$ cat src/rtl/keypad_entry_ctrl_if.sv
// Keypad entry bus: raw key inputs from the keypad controller and the
// live/committed entry outputs toward display and clock-setting logic.
interface keypad_entry_ctrl_if;
  logic [3:0]  key_value;
  logic        key_valid;
  logic [15:0] entry_value;
  logic [2:0]  entry_count;
  logic [15:0] committed_value;
  logic        commit_p;
  logic        abort_p;
  logic        busy;

  modport master (
    output key_value, key_valid,
    input  entry_value, entry_count, committed_value, commit_p, abort_p, busy
  );

  modport slave (
    input  key_value, key_valid,
    output entry_value, entry_count, committed_value, commit_p, abort_p, busy
  );
endinterface

$ cat src/rtl/keypad_entry_ctrl.sv
// Turns keypad press events into a 4-digit BCD entry with backspace, clear and commit.
// Optional idle-abort timer enabled by defining KEYPAD_ENTRY_TIMEOUT_EN.
//
//   state | meaning
//   IDLE  | no entry in progress, waiting for first digit
//   ENTRY | 1..4 digits collected, editing
//   DONE  | single cycle after ENTER, commit_p asserted
module keypad_entry_ctrl #(
  parameter logic [3:0] ENTER_KEY = 4'hC,
  parameter logic [3:0] BACK_KEY  = 4'hA,
  parameter logic [3:0] CLEAR_KEY = 4'hB
`ifdef KEYPAD_ENTRY_TIMEOUT_EN
  , parameter int unsigned TIMEOUT_CYCLES = 500_000_000
`endif
) (
  input  logic                clk,
  input  logic                reset_p,
  keypad_entry_ctrl_if.slave  bus
);

  typedef enum logic [1:0] {IDLE, ENTRY, DONE} state_t;

  state_t      state, state_nxt;
  logic        key_valid_d;
  logic        key_event;
  logic        is_digit;
  logic [15:0] entry_value, entry_value_nxt;
  logic [2:0]  entry_count, entry_count_nxt;
  logic [15:0] committed_value, committed_value_nxt;
  logic        commit_q, abort_q, abort_nxt, busy_q;
  logic        tmr_hit;

  assign key_event = bus.key_valid & ~key_valid_d;
  assign is_digit  = (bus.key_value <= 4'd9);

`ifdef KEYPAD_ENTRY_TIMEOUT_EN
  localparam logic [28:0] TMR_TC = 29'(TIMEOUT_CYCLES - 1);
  logic [28:0] tmr, tmr_nxt;

  assign tmr_hit = (tmr == TMR_TC);

  // Any key event while editing restarts the idle window.
  always_comb begin
    tmr_nxt = '0;
    if (state == ENTRY && state_nxt == ENTRY && !key_event)
      tmr_nxt = tmr + 29'd1;
  end

  always_ff @(posedge clk or posedge reset_p) begin
    if (reset_p) tmr <= '0;
    else         tmr <= tmr_nxt;
  end
`else
  assign tmr_hit = 1'b0;
`endif

  always_comb begin
    state_nxt           = state;
    entry_value_nxt     = entry_value;
    entry_count_nxt     = entry_count;
    committed_value_nxt = committed_value;
    abort_nxt           = 1'b0;
    case (state)
      IDLE: begin
        if (key_event && is_digit) begin
          entry_value_nxt = {12'h000, bus.key_value};
          entry_count_nxt = 3'd1;
          state_nxt       = ENTRY;
        end
      end
      ENTRY: begin
        if (key_event) begin
          if (is_digit) begin
            if (entry_count < 3'd4) begin
              entry_value_nxt = {entry_value[11:0], bus.key_value};
              entry_count_nxt = entry_count + 3'd1;
            end
          end else if (bus.key_value == ENTER_KEY) begin
            committed_value_nxt = entry_value;
            state_nxt           = DONE;
          end else if (bus.key_value == BACK_KEY) begin
            entry_value_nxt = entry_value >> 4;
            entry_count_nxt = entry_count - 3'd1;
            if (entry_count == 3'd1) state_nxt = IDLE;
          end else if (bus.key_value == CLEAR_KEY) begin
            entry_value_nxt = '0;
            entry_count_nxt = '0;
            abort_nxt       = 1'b1;
            state_nxt       = IDLE;
          end
        end else if (tmr_hit) begin
          entry_value_nxt = '0;
          entry_count_nxt = '0;
          abort_nxt       = 1'b1;
          state_nxt       = IDLE;
        end
      end
      DONE: begin
        entry_value_nxt = '0;
        entry_count_nxt = '0;
        state_nxt       = IDLE;
      end
      default: begin
        entry_value_nxt = '0;
        entry_count_nxt = '0;
        state_nxt       = IDLE;
      end
    endcase
  end

  always_ff @(posedge clk or posedge reset_p) begin
    if (reset_p) begin
      state           <= IDLE;
      key_valid_d     <= 1'b0;
      entry_value     <= '0;
      entry_count     <= '0;
      committed_value <= '0;
      commit_q        <= 1'b0;
      abort_q         <= 1'b0;
      busy_q          <= 1'b0;
    end else begin
      state           <= state_nxt;
      key_valid_d     <= bus.key_valid;
      entry_value     <= entry_value_nxt;
      entry_count     <= entry_count_nxt;
      committed_value <= committed_value_nxt;
      commit_q        <= (state_nxt == DONE);
      abort_q         <= abort_nxt;
      busy_q          <= (state_nxt != IDLE);
    end
  end

  assign bus.entry_value     = entry_value;
  assign bus.entry_count     = entry_count;
  assign bus.committed_value = committed_value;
  assign bus.commit_p        = commit_q;
  assign bus.abort_p         = abort_q;
  assign bus.busy            = busy_q;

endmodule

$ cat src/flat_wrapper.sv
// flat-port wrapper written by rule: the top's interface ports become plain ports
module keypad_entry_ctrl_flat 
#(
  parameter logic [3:0] ENTER_KEY = 4'hC,
  parameter logic [3:0] BACK_KEY  = 4'hA,
  parameter logic [3:0] CLEAR_KEY = 4'hB

)
  (clk, reset_p, bus_key_value, bus_key_valid, bus_entry_value, bus_entry_count, bus_committed_value, bus_commit_p, bus_abort_p, bus_busy);
  keypad_entry_ctrl_if bus_i ();
  input  logic clk;
  input  logic reset_p;
  input wire logic [$bits(bus_i.key_value)-1:0] bus_key_value;
  input wire logic [$bits(bus_i.key_valid)-1:0] bus_key_valid;
  output wire logic [$bits(bus_i.entry_value)-1:0] bus_entry_value;
  output wire logic [$bits(bus_i.entry_count)-1:0] bus_entry_count;
  output wire logic [$bits(bus_i.committed_value)-1:0] bus_committed_value;
  output wire logic [$bits(bus_i.commit_p)-1:0] bus_commit_p;
  output wire logic [$bits(bus_i.abort_p)-1:0] bus_abort_p;
  output wire logic [$bits(bus_i.busy)-1:0] bus_busy;
  assign bus_i.key_value = bus_key_value;
  assign bus_i.key_valid = bus_key_valid;
  assign bus_entry_value = bus_i.entry_value;
  assign bus_entry_count = bus_i.entry_count;
  assign bus_committed_value = bus_i.committed_value;
  assign bus_commit_p = bus_i.commit_p;
  assign bus_abort_p = bus_i.abort_p;
  assign bus_busy = bus_i.busy;
  keypad_entry_ctrl #(.ENTER_KEY(ENTER_KEY), .BACK_KEY(BACK_KEY), .CLEAR_KEY(CLEAR_KEY)) u_core (.clk(clk), .reset_p(reset_p), .bus(bus_i));
endmodule
$ cat config.mk
export PLATFORM = sky130hd
export DESIGN_NAME = keypad_entry_ctrl_flat
export DESIGN_NICKNAME = d
export VERILOG_FILES = /design/src/rtl/keypad_entry_ctrl_if.sv /design/src/rtl/keypad_entry_ctrl.sv /design/src/flat_wrapper.sv
export SDC_FILE = /design/constraint.sdc
export NUM_CORES = 1
export LEC_CHECK = 0
export CORE_MARGIN = 2
export CORE_UTILIZATION = 30
export CTS_CLUSTER_SIZE = 8
export DETAILED_ROUTE_END_ITERATION = 10
export DONT_BUFFER_PORTS = 1
export PLACE_DENSITY = 0.52
export SYNTH_ARGS = -nofsm -noshare
export SYNTH_HDL_FRONTEND = slang
export SYNTH_SLANG_ARGS = --single-unit
$ cat constraint.sdc
create_clock -name clk -period 2.98 [get_ports clk]
set_input_delay 0.596 -clock clk [delete_from_list [all_inputs] [get_ports clk]]
set_output_delay 0.596 -clock clk [all_outputs]
set_load 0.05 [all_outputs]
* Yosys cells after proc, flatten, opt, wreduce, memory -nomap -nowiden
Index checks and enable logic that the tools add are counted.
** Word-level totals
- Flip-flop bits (word level) :: 41
- Logic and storage cells :: 61
- Input port bits :: 7
- Output and inout port bits :: 38
** Cells by class
- Equal/unequal tests :: 11
- Muxes and demuxes :: 30
- Reduce and logical (&&, ||, !) cells :: 5
- Add/sub/neg operators :: 2
- Order comparisons :: 2
- Bitwise operators :: 3
** Operators by type and width (number)
- 16-bit 2-to-1 mux :: 7
- 16-bit one-hot mux with 2 select lines :: 1
- 3-bit 2-to-1 mux :: 7
- 2-bit 2-to-1 mux :: 7
- 4-bit equality test, second input constant :: 3
- 1-bit 2-to-1 mux :: 6
- 3-bit one-hot mux with 2 select lines :: 1
- 5-bit AND reduction :: 1
- 4-bit <= comparator, second input constant :: 1
- 2-bit by 1-bit inequality test with 1-bit output, second input constant :: 2
- 4-bit by 1-bit inequality test with 1-bit output, second input constant :: 1
- 2-bit one-hot mux with 2 select lines :: 1
- 4-bit AND reduction :: 1
- 3-bit by 1-bit adder with 3-bit output, second input constant :: 1
- 3-bit by 1-bit equality test with 1-bit output, second input constant :: 1
- 3-bit < comparator, second input constant :: 1
- 3-bit by 2-bit inequality test with 1-bit output, second input constant :: 1
- 3-bit inequality test, second input constant :: 1
- 3-bit by 1-bit subtractor with 3-bit output, second input constant :: 1
- 2-bit by 1-bit equality test with 1-bit output, second input constant :: 1
- 2-bit equality test, second input constant :: 1
- 2-bit zero test :: 1
- 1-bit NOT :: 2
- 2-bit nonzero test :: 1
- other kinds (2) :: 2

* Longest topological paths before layout
Gate-level depths: netlist (run 1).
- Depth after elaboration :: 8
- Depth in mapped cells :: 8
- Gate-level depth less buffers :: 6

* Least setup slack after synthesis (run 1)
Ideal clock, no wire load.
- Kind :: input to register
- Start :: in bus_key_value[1]
- End :: reg u_core.committed_value[7] (netlist: u_core.bus.committed_value[7])
- Required time :: 2.852 ns
- Stages on the path :: 6
- Setup slack :: 1.223 ns
- Data arrival time :: 1.630 ns
- Path buffers :: 3
- Library setup time :: 0.128 ns
- Cells stage by stage :: buf_4 -> nor2_1 -> and3_1 -> buf_4 -> buf_6 -> mux2_1
** Between the ends
- Cells in the longest elaborated chain, start to end :: 3
- Elaborated cells on any way between the ends :: 4
- Those cells by class :: order compare: 1; eq/ne: 1; bitwise: 1; reduce/logical: 1
** RTL lines
- start, declared :: RTL line flat_wrapper.sv:13 : input wire logic [$bits(bus_i.key_value)-1:0] bus_key_value;
- 4-bit <= comparator :: RTL line keypad_entry_ctrl.sv:34 : assign is_digit = (bus.key_value <= 4'd9);
- 1-bit NOT (no source line)
- 4-bit AND reduction (no source line) (*)
- end signal, assigned :: RTL line keypad_entry_ctrl.sv:126 : committed_value <= committed_value_nxt;
- end, declared :: RTL line keypad_entry_ctrl.sv:29 : logic [15:0] committed_value, committed_value_nxt;
Mark *: on every way between the ends. The rest lies on a longest branch, timed or not.
A chain may end at the register's enable or synchronous reset.

* Final worst setup path (run 1)
- Start :: reg u_core.entry_count[2] (netlist: u_core.bus.entry_count[2])
- End :: reg u_core.entry_value[2] (netlist: u_core.bus.entry_value[2])
** Between the ends
- Cells in the longest elaborated chain, start to end :: 3
** RTL lines
- start, declared :: RTL line keypad_entry_ctrl.sv:28 : logic [2:0] entry_count, entry_count_nxt;
- start signal, assigned :: RTL line keypad_entry_ctrl.sv:125 : entry_count <= entry_count_nxt;
- 3-bit < comparator :: RTL line keypad_entry_ctrl.sv:74 : if (entry_count < 3'd4) begin
- 3-bit inequality test (no source line)
- 5-bit AND reduction (no source line)
- end signal, assigned :: RTL line keypad_entry_ctrl.sv:124 : entry_value <= entry_value_nxt;
- end, declared :: RTL line keypad_entry_ctrl.sv:27 : logic [15:0] entry_value, entry_value_nxt;
No other way between the ends.

==> results of run 1 <==
-- power breakdown --
part	total [W]	internal, W	switching [W]
logic	0.000213	0.0000924	0.000121
clock network	0.000470	0.000273	0.000197
registers	0.000909	0.000614	0.000295
-- stage by stage --
stage / util, % / hold slack (ns) / cell area (sq um) / setup WS, ns / total power [W]
6_report: 33.52 / 0.1998 / 2092 / 1.095 / 0.001592
5_1_grt: 33.52 / 0.2431 / 2092 / 0.9483 / 0.001680
4_1_cts: 33.52 / 0.2137 / 2092 / 1.099 / 0.001615
3_5_place_dp: 31.66 / 0.5364 / 1976 / 1.120 / 0.001140
3_3_place_gp: 31.66 / 0.5339 / 1976 / 1.133 / 0.001138
2_1_floorplan: - / 0.5517 / 1906 / 1.223 / 0.001070
-- worst paths after layout --
path	from	endpoint	slack [ns]	depth (start not counted)
min in group clk	bus_key_valid	u_core.key_valid_d	0.33	0
min	reset_p	u_core.bus.committed_value[9]	0.20	1
max in group asynchronous	reset_p	u_core.bus.entry_value[8]	2.09	2
min reg2reg	u_core.state[1]	u_core.bus.entry_value[1]	0.63	1
max reg2reg	u_core.bus.entry_count[2]	u_core.bus.entry_value[2]	1.10	4
max	u_core.bus.entry_count[2]	u_core.bus.entry_value[2]	1.10	4
-- sequential cells by signal, indices dropped and copies added (netlist names) --
| name | flops |
|---|---|
| u_core.bus.entry_count | 3 |
| u_core.bus.abort_p | 1 |
| u_core.bus.committed_value | 16 |
| u_core.bus.busy | 1 |
| u_core.bus.entry_value | 16 |
| u_core.bus.commit_p | 1 |
| u_core.state | 2 |
| u_core.key_valid_d | 1 |
-- cell usage in the layout (no fill, tap or decap), types with 2 or more instances in the layout --
cell type / count
dfrtp_1: 41
nand2_1: 26
mux2_2: 10
o31ai_1: 10
nor2_1: 9
mux2i_1: 8
o21ai_0: 8
mux2_1: 8
a21oi_1: 7
inv_1: 7
clkbuf_8: 6
buf_4: 5
nand2b_1: 3
o21ai_1: 3
ha_1: 3
a31oi_1: 2
nor2b_1: 2
and3_1: 2
-- area by class of cell --
class	count	area [sq um]	area share, %
inverter	8	30.03	1.435
clock buffer	7	86.33	4.127
tap	77	96.34	4.605
multi-input combinational	115	785.8	37.56
sequential	41	1026	49.04
clock inverter	1	30.03	1.435
timing repair buffer	5	37.54	1.794
-- layer usage --
| metal | global-route usage, % | wire length, microns | up-vias |
|---|---|---|---|
| li1 | - | - | 606 |
| met1 | 18.19 | 2014 | 643 |
| met4 | 3.959 | 49 | 0 |
| met3 | 5.242 | 368 | 4 |
| met2 | 19.93 | 1906 | 43 |
| met5 | 0 | 0 | - |
-- cells in the mapped netlist (2+ instances only) --
cell type / number / area, sq um
o31ai_1: 10 / 75.07
nor2b_1: 2 / 12.51
mux2_1: 8 / 90.09
dfrtp_1: 41 / 1026
nor2_1: 9 / 33.78
ha_1: 3 / 37.54
o21ai_1: 3 / 15.01
o21ai_0: 8 / 40.04
mux2i_1: 8 / 80.08
nand2b_1: 3 / 18.77
buf_2: 5 / 25.02
a31oi_1: 2 / 12.51
mux2_2: 10 / 112.6
inv_1: 8 / 30.03
buf_4: 3 / 22.52
nand2_1: 26 / 97.59
and3_1: 2 / 12.51
a21oi_1: 8 / 40.04
-- cells by family after synthesis --
family / after synthesis / synth area share [%]
flip-flops: 41 / 53.84
adder cells (fa/ha/maj): 3 / 1.970
buffers and inverters: 19 / 5.121
multiplexers: 26 / 14.84
AND/OR/NAND/NOR: 47 / 11.16
AO/OA/AOI/OAI: 38 / 12.61
XOR/XNOR: 1 / 0.4597
-- critical path, stage by stage, from the launching register on --
cell     delay [ns]
dfrtp_1        0.70
a31oi_1        0.25
a21oi_2        0.16
buf_4          0.30
mux2_2         0.37
==> reports/metrics.cfg, run 1 <==
[clock_network]
clock-sinks = 41
cts_root_buf = clkbuf_8
cts_resized = 0
cts_tree = done
cts_setup_buffers = 0
cts_buffer_depth = 2
clk_pin_slew_worst_paths_ns = 0.08
cts_made_buffers = 5
htree_levels = 2
postCtsHoldBufs = 0
insertion_delay_ns = 0.29

[detailed_routing]
drt_iter0_drc = 73
wl_per_cell_microns = 17.08
vias_per_cell = 5.102
vias = 1296
drc_errors = 0
drt_first_pass_iters = 4
wirelength_mm = 4.338
ant_nets = 0

[setup_path]
cp-start-kind = register
critical_path_class = register to register
arrival_ns = 2.07
cp-end-kind = register
path_max_fanout = 31
crit_required_ns = 3.16

[sta]
final_hold_viol_count = 0
tightest_slew_ns = 0.6746
fmax_ghz = 0.5305
period_minus_slack_ns = 1.885
setup_viol = 0
slew_headroom_pct = 54.75
finalSetupTns_ns = 0
fin_crit_sh_pct = 63.25
fin_skew_ns = 0.003736
final_max_slew_viol_count = 0
grt_setup_unrepaired = no

[worst_hold_path]
hp-class = input port to async pin

[final_layout]
antennaDiodeCount = 0
nFillCells = 650
nNetsFinal = 186
area_growth_pct = 9.783
drive_gt1_share_pct = 14.69
fin_cells = 254

[yosys]
synthFlopType = dfrtp_1
synth_edf_count = 0
ys_seq_elements = 41
synth_cell_type_count = 34
synth_area_per_cell_sq_um = 10.89
syn-instance-count = 175
ys_seq_area_share_pct = 53.84
yosysWarningCount = 0
synthArstFlopShare_pct = 100.0
synth_nets = 185
syn_area_sq_um = 1906

[global_route]
grt_pass1_vias = 1400
grt_first_pass_wirelength_mm = 7.327
antenna_found_initial = 0
gr-total-overflow = 0
track_usage_pct = 13.43
grt_max_degree = 32

[floorplanning]
io_pins = 45
die_y_microns = 83.70
rows = 29
dieArea_sq_um = 7006
die_w_microns = 83.70
initial_core_util_pct = 30.53
core_sq_um = 6241

[placement]
port_buffers = 0
dp_hpwl_mm = 2.972
dp_cells = 246
place_congestion = 0.8585

[power]
p_per_area_nw_per_um2 = 761.2
ir_worst_vdd_v = 0.0002181
p_leak_nw = 0.9809

[status]
status = finished clean

[run]
max-cap-violations = 0

Power figures use the tool's default switching activity.
==> run 2: changes to the inputs <==
Clock period 2.98 ns to 1.9 ns, I/O delays scaled along.
==> reports/metrics.cfg, run 2 (synthesized netlist as in run 1, its figures left out) <==
[global_route]
track_usage_pct = 13.45
antenna_found_initial = 0
grt_first_pass_wirelength_mm = 7.410
gr-total-overflow = 0
grt_max_degree = 42
grt_pass1_vias = 1350

[setup_path]
r2r-end = u_core.bus.committed_value[13]
crit_required_ns = 2.08
cp-end-kind = register
slowest_delay_ns = 0.53
arrival_ns = 1.87
slowest_stage = dfrtp_1
rr_startpoint = u_core.state[0]
path_cells = nand2_2 > nor3_2 > and3_1 > buf_12 > mux2_2
r2r_setup_slack_ns = 0.22
path_max_fanout = 18
critical_path_class = register to register
worstRegToRegCells = 5
cp-start-kind = register

[clock_network]
clk_pin_slew_worst_paths_ns = 0.08
htree_levels = 2
cts_buffer_depth = 2
insertion_delay_ns = 0.30
cts_root_buf = clkbuf_8
cts_tree = done
cts_setup_buffers = 0
clock-sinks = 41
cts_resized = 0
cts_made_buffers = 5
postCtsHoldBufs = 0

[final_layout]
antennaDiodeCount = 0
regArea_sq_um = 1026
top_regs = u_core.bus.committed_value x16, u_core.bus.entry_value x16, u_core.bus.entry_count x3
final_common_cell = dfrtp_1
nFillCells = 650
drive_gt1_share_pct = 18.92
fin_area_sq_um = 2147
area_growth_pct = 12.67
layout_common_cells = dfrtp_1 (41), nand2_1 (26), buf_4 (11), mux2_2 (10), o31ai_1 (10)
utilization_pct = 34.40
nNetsFinal = 194
multi_input_area_sq_um = 785.8

[detailed_routing]
drt_first_pass_iters = 4
drt_iter0_drc = 182
vias = 1289
wl_per_cell_microns = 16.83
ant_nets = 0
vias_per_cell = 4.920
drc_errors = 0
wirelength_mm = 4.410

[sta]
period_minus_slack_ns = 1.681
tightest_slew_ns = 0.6177
grt_setup_unrepaired = no
fin_hold_ws_ns = 0.08943
setup_viol = 0
fin_crit_sh_pct = 88.48
fmax_ghz = 0.5949
finalSetupTns_ns = 0
final_max_slew_viol_count = 0
fin_skew_ns = 0.005915
final_hold_viol_count = 0
slew_headroom_pct = 58.73

[status]
status = finished clean

[floorplanning]
die_y_microns = 83.70
initial_core_util_pct = 30.53
io_pins = 45
core_sq_um = 6241
dieArea_sq_um = 7006
die_w_microns = 83.70
rows = 29

[power]
ir_worst_vdd_v = 0.0003782
p_leak_nw = 1.016
p_per_area_nw_per_um2 = 1119

[placement]
place_congestion = 0.7986
dp_hpwl_mm = 3.019
placedInstanceArea_sq_um = 2061
port_buffers = 0

[worst_hold_path]
hp-class = input port to async pin

[run]
max-cap-violations = 0

-- run 2: how the worst max path moves through the flow --
stage | from | end | slack (ns) | cells after the start
2_1_floorplan | u_core.bus.entry_count[1] | u_core.state[0] | 0.32 | 6
3_3_place_gp | u_core.state[0] | u_core.bus.committed_value[14] | 0.24 | 5
3_5_place_dp | u_core.state[0] | u_core.bus.committed_value[10] | 0.23 | 5
4_1_cts | u_core.state[0] | u_core.bus.committed_value[10] | 0.22 | 5
5_1_grt | u_core.state[0] | u_core.bus.committed_value[10] | 0.11 | 5
6_report | u_core.state[0] | u_core.bus.committed_value[13] | 0.22 | 5
-- run 2: power by group --
part,internal [W],leakage (nW),switching [W]
Clock,0.000254,0.0439,0.000326
Combinational,0.000193,0.419,0.000339
Sequential,0.000966,0.553,0.000324
Total,0.00141,1.02,0.000989
-- run 2: final cells by class --
type,instances,area share (%)
Inverter,8,1.399
Tap cell,77,4.487
Clock inverter,3,0.8159
Multi-Input combinational cell,115,36.60
Timing Repair Buffer,13,5.711
Clock buffer,5,3.205
Sequential cell,41,47.79
-- run 2: through the flow --
step	setup slack (ns)	total power, W	cells
after CTS	0.2186	0.002428	262
after global placement	0.2379	0.001845	254
final	0.2189	0.002402	262
after global routing	0.1105	0.002539	262
after detailed placement	0.2278	0.001849	254
after floorplan	0.3192	0.001678	175
-- run 2: layer usage --
layer / wire [microns] / share of wire, % / track usage (%)
met4: 52 / 1.2 / 3.959
met2: 1961 / 44 / 19.71
met3: 354 / 8.0 / 5.638
met1: 2042 / 46 / 18.24
met5: 0 / 0 / 0
-- run 2: worst max-delay path, delay by kind of cell, from the launching register on --
kind,cells,cell delay [ns]
flops,1,0.53
simple gates,3,0.52
mux,1,0.34
buf+inv,1,0.17
